## config.mk

```make
export PLATFORM = sky130hd
export DESIGN_NAME = tx_polyphase_fir
export DESIGN_NICKNAME = d
export VERILOG_FILES = /design/src/rtl/tx_polyphase_fir.sv
export SDC_FILE = /design/constraint.sdc
export NUM_CORES = 1
export LEC_CHECK = 0
export ABC_AREA = 0
export ABC_CLOCK_PERIOD_IN_PS = 7400
export BUFFER_PORTS_ARGS = -buffer_cell sky130_fd_sc_hd__buf_2
export CAP_MARGIN = 30
export CELL_PAD_IN_SITES_DETAIL_PLACEMENT = 0
export CELL_PAD_IN_SITES_GLOBAL_PLACEMENT = 2
export CORE_MARGIN = 3
export CORE_UTILIZATION = 35
export DETAILED_ROUTE_END_ITERATION = 6
export PLACE_DENSITY = 0.77
export SYNTH_ARGS = -nofsm -noshare
export SYNTH_HDL_FRONTEND = slang
export SYNTH_SLANG_ARGS = --single-unit
```

## constraint.sdc

```tcl
create_clock -name clk -period 7.4 [get_ports clk]
set_clock_uncertainty 0.15 [all_clocks]
set_input_delay 1.85 -clock clk [delete_from_list [all_inputs] [get_ports clk]]
set_output_delay 1.85 -clock clk [all_outputs]
set_load 0.01 [all_outputs]
```

## src/rtl/tx_polyphase_fir.sv

```systemverilog
`default_nettype none
// ============================================================================
//  Module   : tx_polyphase_fir
//  Purpose  : 4-phase polyphase interpolating FIR for the Tx path. Accepts one
//             BPSK symbol per symbol period (on the clock where i_phase == 0)
//             and produces one full-precision shaped sample per clock, giving
//             4x oversampling over a 16-tap prototype (4 taps per phase).
//  Revision : 1.0 - initial release
// ----------------------------------------------------------------------------
//  Ports
//    clk       in   1           clock
//    i_rst     in   1           asynchronous active-high reset
//    i_phase   in   NB_COUNTER  phase from the Tx FIR control counter
//    i_symbol  in   1           BPSK bit (0 -> +1, 1 -> -1)
//    i_valid   in   1           symbol present, sampled when i_phase == 0
//    o_data    out  NB_OUTPUT   filtered sample, signed two's complement
//    o_phase   out  NB_COUNTER  phase that o_data was computed for
//    o_valid   out  1           o_data meaningful (1 from first edge after reset)
// ----------------------------------------------------------------------------
//  Parameters
//    NB_COUNTER  phase width; number of phases is 2**NB_COUNTER
//    N_TAPS_PH   taps per phase (symbol shift register depth)
//    NB_COEFF    coefficient width, signed S(NB_COEFF, NB_COEFF-1)
//    NB_OUTPUT   output width; must equal NB_COEFF+3 (full precision)
//    COEFFS      packed coefficient set, c[i] at [NB_COEFF*i +: NB_COEFF]
// ============================================================================
module tx_polyphase_fir #(
  parameter int NB_COUNTER = 2,
  parameter int N_TAPS_PH  = 4,
  parameter int NB_COEFF   = 8,
  parameter int NB_OUTPUT  = 11,
  parameter logic [NB_COEFF*N_TAPS_PH*(2**NB_COUNTER)-1:0] COEFFS =
    128'hFD_FA_FB_00_0D_20_33_40_33_20_0D_00_FB_FA_FD_00
) (
  input  logic                        clk,
  input  logic                        i_rst,
  input  logic [NB_COUNTER-1:0]       i_phase,
  input  logic                        i_symbol,
  input  logic                        i_valid,
  output logic signed [NB_OUTPUT-1:0] o_data,
  output logic [NB_COUNTER-1:0]       o_phase,
  output logic                        o_valid
);

  localparam int c_NPH = 2**NB_COUNTER;
  localparam int c_EXT = NB_OUTPUT - NB_COEFF;

  // --------------------------------------------------------------------------
  // Symbol shift register: one {occ, sym} pair per tap, index 0 is newest.
  // --------------------------------------------------------------------------
  logic [N_TAPS_PH-1:0] r_occ;
  logic [N_TAPS_PH-1:0] r_sym;
  logic [N_TAPS_PH-1:0] w_occ_nxt;
  logic [N_TAPS_PH-1:0] w_sym_nxt;
  logic                 w_shift;

  // Phase sequencing is not policed: every phase-0 edge shifts, others hold.
  assign w_shift = (i_phase == '0);

  always_comb begin
    w_occ_nxt = r_occ;
    w_sym_nxt = r_sym;
    if (w_shift) begin
      for (int k = N_TAPS_PH - 1; k > 0; k--) begin
        w_occ_nxt[k] = r_occ[k-1];
        w_sym_nxt[k] = r_sym[k-1];
      end
      // An absent symbol shifts in an empty slot (zero stuffing / flush).
      w_occ_nxt[0] = i_valid;
      w_sym_nxt[0] = i_symbol;
    end
  end

  always_ff @(posedge clk or posedge i_rst) begin
    if (i_rst) begin
      r_occ <= '0;
      r_sym <= '0;
    end else begin
      r_occ <= w_occ_nxt;
      r_sym <= w_sym_nxt;
    end
  end

  // --------------------------------------------------------------------------
  // Tap contributions. The MAC works on the post-update register content so a
  // symbol accepted at phase 0 already appears in the same-edge output.
  // Negation is done after sign extension so the most negative coefficient
  // negates exactly.
  // --------------------------------------------------------------------------
  logic signed [NB_OUTPUT-1:0] w_contrib [N_TAPS_PH];

  for (genvar k = 0; k < N_TAPS_PH; k++) begin : g_tap
    logic signed [NB_COEFF-1:0]  w_coef_ph [c_NPH];
    logic signed [NB_COEFF-1:0]  w_coef_sel;
    logic signed [NB_OUTPUT-1:0] w_coef_ext;
    logic signed [NB_OUTPUT-1:0] w_tap;

    // Tap k of phase p uses prototype coefficient c[k*NPH + p].
    for (genvar p = 0; p < c_NPH; p++) begin : g_phase
      assign w_coef_ph[p] = COEFFS[(k*c_NPH + p)*NB_COEFF +: NB_COEFF];
    end

    assign w_coef_sel = w_coef_ph[i_phase];
    assign w_coef_ext = {{c_EXT{w_coef_sel[NB_COEFF-1]}}, w_coef_sel};

    always_comb begin
      w_tap = '0;
      if (w_occ_nxt[k]) begin
        w_tap = w_sym_nxt[k] ? -w_coef_ext : w_coef_ext;
      end
    end

    assign w_contrib[k] = w_tap;
  end

  // Adder tree; the full range of N_TAPS_PH * |c|max fits NB_OUTPUT bits.
  logic signed [NB_OUTPUT-1:0] w_sum;

  always_comb begin
    w_sum = '0;
    for (int k = 0; k < N_TAPS_PH; k++) begin
      w_sum = w_sum + w_contrib[k];
    end
  end

  // --------------------------------------------------------------------------
  // Output registers.
  // --------------------------------------------------------------------------
  logic signed [NB_OUTPUT-1:0] r_data;
  logic [NB_COUNTER-1:0]       r_phase;
  logic                        r_valid;

  always_ff @(posedge clk or posedge i_rst) begin
    if (i_rst) begin
      r_data  <= '0;
      r_phase <= '0;
      r_valid <= 1'b0;
    end else begin
      r_data  <= w_sum;
      r_phase <= i_phase;
      r_valid <= 1'b1;
    end
  end

  assign o_data  = r_data;
  assign o_phase = r_phase;
  assign o_valid = r_valid;

endmodule
`default_nettype wire

```

---- After elaboration in Yosys (flattened, before gate mapping) ----
Index checks and enable logic that the tools add are counted.
storage, ports and cells
  flip-flop bits (word level) ............. 22
  bits of input ports ..................... 6
  output and inout bits ................... 14
  word-level logic and storage cells ...... 37
cells by class
  $add $sub $neg .......................... 7
  $lt $le $gt $ge ......................... 1
  muxes and demuxes ....................... 22
  bitwise logic cells ..................... 1
  reduce and logical (&&, ||, !) cells .... 1
operators with widths
  cell                                                       number
  11-bit two-way mux                                         8
  8-bit binary-select mux with 2-bit select                  4
  8-bit two-way mux                                          8
  8-bit negator with 11-bit output                           4
  11-bit adder                                               3
  4-bit two-way mux                                          2
  3-bit greater-or-equal comparator (second input constant)  1
  2-bit NOT with 3-bit output                                1
  2-bit zero test                                            1

---- Logic depth before layout (Yosys ltp) ----
  depth in word-level cells ............... 10
  depth in mapped cells ................... 18
  depth with buffers taken out ............ 18

---- Least setup slack after synthesis ----
No wires, ideal clock.
  kind .................................... input-to-reg
  from .................................... input i_phase[0]
  to ...................................... register r_data[9], in the netlist o_data[9]
  library setup time ...................... 0.080 ns
  arrival ................................. 5.793 ns
  required time ........................... 7.170 ns
  path slack .............................. 1.377 ns
  cell stages on the path ................. 18
  buffers on the path ..................... 1
  cell sequence ........................... inv_1 -> ha_1 -> buf_4 -> a21oi_1 -> mux2i_1 -> nor2_1 -> fa_1 -> inv_1 -> fa_1 -> inv_1 -> ha_1 -> fa_1 -> a21o_1 -> a21oi_1 -> nor2b_1 -> o21a_1 -> o41ai_1 -> xnor2_1
on the way
  word-level cells in the longest chain between the ends .. 10
  elaborated cells on any way between the ends .. 31
  classes of those cells .................. add/sub: 7; mux: 22; bitwise: 1; reduce/logical: 1
ends and longest elaborated chain
  element                                               RTL line  source
  from (decl)                                           37        input logic [NB_COUNTER-1:0] i_phase,
  2-bit NOT with 3-bit output (not written as such)     103       assign w_coef_sel = w_coef_ph[i_phase];
  8-bit binary-select mux with 2-bit select             103
  8-bit two-way mux (not written as such) (2 in a row)  103
  8-bit negator with 11-bit output                      109       w_tap = w_sym_nxt[k] ? -w_coef_ext : w_coef_ext;
  11-bit two-way mux                                    109
  11-bit two-way mux                                    108       if (w_occ_nxt[k]) begin
  11-bit adder (2 in a row)                             122       w_sum = w_sum + w_contrib[k];
  11-bit adder (*)                                      122
  net w_sum[9]                                          117       logic signed [NB_OUTPUT-1:0] w_sum;
  to (signal assigned)                                  139       r_data <= w_sum;
  to (decl)                                             129       logic signed [NB_OUTPUT-1:0] r_data;
Mark *: on every way through the listed nets, which the timed path passes. The rest lies on a longest branch. The select of a mux whose other input is x is not followed.

---- Final worst setup path ----
Same ends and word-level chain as after synthesis.

==> results by group <==
Outcome
  – Run status: finished clean

Global routing
  – Largest net degree at the start of global routing: 23
  – Global-route wire length before repair: around 6900 um
  – Vias in the first global route: approximately 1.5k
  – Initial antenna violation count: 0
  – Gr usage total: between 10% and 20%
  – Total gr overflow: 0

Clock network
  – H-tree depth: 1
  – Post-CTS sizing: 0
  – Setup Fix Bufs, Post-CTS: 0
  – Clk_lat worst skew: between 0.2 and 0.3 ns
  – Num CTS Buffers: 3
  – CTS sink cnt: 22
  – Clock Tree Buf Depth: 2
  – CTS tree: built
  – Post-cts hold buffer count: 0
  – Root buf cell: clkbuf_8
  – Worst-path clk slew: around 0.080 ns

Setup path
  – Critical path's slowest cell: fa_1
  – Worst setup SP type: primary input
  – Crit path cell chain: buf_2 > inv_1 > ha_1 > nor2b_1 > a21oi_1 > mux2i_1 > nor2_1 > fa_1 > inv_1 > fa_1 > inv_1 > ha_1 > fa_1 > a21o_1 > a21oi_1 > nor2b_1 > o21a_1 > o41ai_1 > xnor2_1
  – Stages on the worst setup path: 19
  – Crit-path max FO: 16
  – R2r endpoint: o_data[9]$_DFF_PP0_
  – Setup CP Type: primary input to flop
  – WP data required: 7.44 ns
  – CP top delay family: adder cells
  – CP Data Arrival Time: 6.57 ns
  – Worst Setup End Kind: flop
  – Crit path launch: i_phase[0]
  – Buffers and inverters on the worst path: 4
  – CP endpoint: o_data[9]$_DFF_PP0_
  – Reg2Reg Setup Slack: about 2.8 ns
  – Largest stage delay, worst path: about 0.55 ns
  – FF-to-FF path depth: 16
  – Worst flop-to-flop path startpoint: r_sym[1]$_DFF_PP0_

Min path
  – Hold Path Class: flop to flop

Cells and area
  – Post-Layout Inst Area: around 2200 um2
  – Final net count: 265
  – Syn-to-layout area delta: 11.0%
  – Area occupied by multi-input gates: between 1000 and 1500 um2
  – Total area of sequential cells: roughly 550 um2
  – Diode count: 0
  – Non-Filler Instances: a little under 300
  – Layout cell share with drive strength beyond 1: around an eighth
  – Fillers: between 500 and 600

Floorplan
  – CORE AREA: around 5300 um2
  – Die area: between 6000 and 7000 um2
  – Die width: slightly above 80 um
  – IO Count: 20
  – # rows: 26
  – Die Y: approximately 80 um
  – Initial core utilization: approximately 38%

Power
  – Pwr Density: roughly 270 nW/um2
  – Peak supply drop: 0.109 mV
  – P_leak: ~0.0012 uW
  – Total power: between 500 and 600 uW

Place
  – Cells after DPL: between 200 and 300
  – HPWL after detailed placement: ~3000 um
  – Placed inst area: around 2200 um2
  – Routability cong.: about 0.75
  – I/O Buffers: 19

Synth
  – Number of synthesized flops with an enable pin: 0
  – Compound-Gate Fraction of Synth Area: 10.6%
  – Mapped Area: between 1500 and 2000 um2
  – Sequential share of the synthesized area: 27.7%
  – Synth area leader: dfrtp_1
  – Post-synth top flop: dfrtp_1
  – Top-count cell post-synth: inv_1
  – Post-Synthesis Cells: roughly 200
  – Xor/xnor share of the synthesized area: around 6%
  – Average cell area after synthesis: 10.0 um2
  – Synth top cells by count: inv_1, dfrtp_1, fa_1
  – Largest family of logic cells by synthesized area: adder cells
  – Simple-gate share of the synthesized area: under 10%
  – Post-Syn Nets: 243
  – Adder-Cell Fraction of Synth Area: between 30% and 40%
  – Seq cells post-synth: 22
  – Cell variety after synth: 34
  – Top-area cell type share of the netlist area: roughly 28%
  – Area contributors post-synth: dfrtp_1, fa_1, ha_1, inv_1, xnor2_1
  – Multiplexer share of the synthesized area: 6.35%
  – Post-synth ARST share: between 90% and 100%
  – Yosys warns: 0

STA
  – Relative slew margins: between 30% and 40%
  – Max Fclk: 153 MHz
  – Final hold viol count: 0
  – Pins over their slew limit: 0
  – Setup TNS: 0 ns
  – Final period util: between 80% and 90%
  – Post-route minimum period: about 6.5 ns
  – Slew at the pin with the worst max-slew slack: roughly 0.90 ns
  – Setup violators final: 0
  – RSZ-0062 raised after global routing: false

Route
  – DR WL met3: 141 um
  – Post-route ant nets: 0
  – Final WL: about 3800 um
  – Vias: around 1.3k
  – M1 WL: 1940 um
  – First-pass detailed-route iteration total: 4
  – Met2 routed WL: approximately 1700 um
  – Avg Vias per Cell: around 4.6
  – Average routed wire per standard cell: 13.0 um
  – DRT iter0 DRCs: 51
  – Residual DRC count: 0
  – Top routing layer in use: met4

Job
  – Max Cap Viol: 0
worst register-to-register path, delay by kind of cell, from the launching register on:
kind / cells / cell delay [ns]
muxes: 1 / 0.25
adders and majority gates: 4 / 1.74
and+or+nand+nor: 3 / 0.34
AOI/OAI and AO/OA: 5 / 1.31
xor gates and xnor gates: 1 / 0.16
buffers and inverters: 2 / 0.09
DFF: 1 / 0.42
routing by layer:
layer	global-route usage, %	vias up
met5	0	-
met4	3.04	0
met3	2.96	2
met2	22.1	21
met1	18.9	654
li1	-	665
layout by cell type (no fill, tap or decap):
cell type  instances
inv_1             43
dfrtp_1           22
fa_1              20
buf_2             19
ha_1              18
a21oi_1           12
xnor2_1           12
nor2_1            11
mux2i_1           10
nand2_1           10
o21ai_0            7
nor2b_1            5
clkbuf_8           4
nand2b_1           3
or3_1              2
a31oi_1            2
a21o_1             2
xor2_1             2
nor3_1             1
o22a_1             1
nand3_1            1
a32oi_2            1
mux2_4             1
nor2_2             1
nor2b_4            1
o21ai_4            1
mux2_2             1
a211oi_1           1
o21bai_1           1
o31ai_1            1
o21a_1             1
a21boi_0           1
o41ai_1            1
conb_1             1
state kept, by name (all words and copies together), names as in the netlist:
register  count
o_data       11
o_phase       2
o_valid       1
r_occ         4
r_sym         4
power by group:
| group | leakage [uW] | total (uW) | internal (uW) | switching [uW] |
|---|---|---|---|---|
| clock network | 0.0000288 | 90.3 | 47.6 | 42.7 |
| logic | 0.000868 | 330 | 143 | 187 |
| registers | 0.000269 | 175 | 161 | 14.2 |
| total | 0.00117 | 596 | 352 | 244 |
worst min-delay path by stage:
stage,start,to,slack [ns],cells past startpoint
floorplan,r_sym[3]$_DFF_PP0_,r_sym[3]$_DFF_PP0_,0.36,1
global placement,r_sym[3]$_DFF_PP0_,r_sym[3]$_DFF_PP0_,0.39,1
detailed placement,r_sym[3]$_DFF_PP0_,r_sym[3]$_DFF_PP0_,0.39,1
CTS,r_sym[3]$_DFF_PP0_,r_sym[3]$_DFF_PP0_,0.41,1
global route,r_sym[3]$_DFF_PP0_,r_sym[3]$_DFF_PP0_,0.43,1
finish,r_sym[3]$_DFF_PP0_,r_sym[3]$_DFF_PP0_,0.41,1
per-stage QoR:
stage / utilization [%] / hold WS, ns / setup WS (ns)
2_1_floorplan: - / 0.360 / 1.38
3_3_place_gp: 40.6 / 0.394 / 0.705
3_5_place_dp: 40.6 / 0.391 / 0.587
4_1_cts: 41.7 / 0.411 / 0.867
5_1_grt: 41.7 / 0.426 / 0.437
6_report: 41.7 / 0.409 / 0.874
cell type report:
type / instances / share of cell area (%)
Tap cell: 70 / 3.96
Multi-Input combinational cell: 132 / 57.0
Clock buffer: 4 / 2.49
Timing Repair Buffer: 19 / 4.30
Sequential cell: 22 / 24.9
Inverter: 43 / 7.30
cell families (layout without fill, tap and decap cells):
kind of cell             after synthesis  count (layout)
XOR/XNOR                              14              14
other                                  1               1
flip-flops                            22              22
multiplexers                          12              12
AO/OA/AOI/OAI                         32              32
adder cells (fa/ha/maj)               38              38
AND/OR/NAND/NOR                       35              35
buffers and inverters                 45              66
Note: power is estimated with default switching activity, not from simulation.
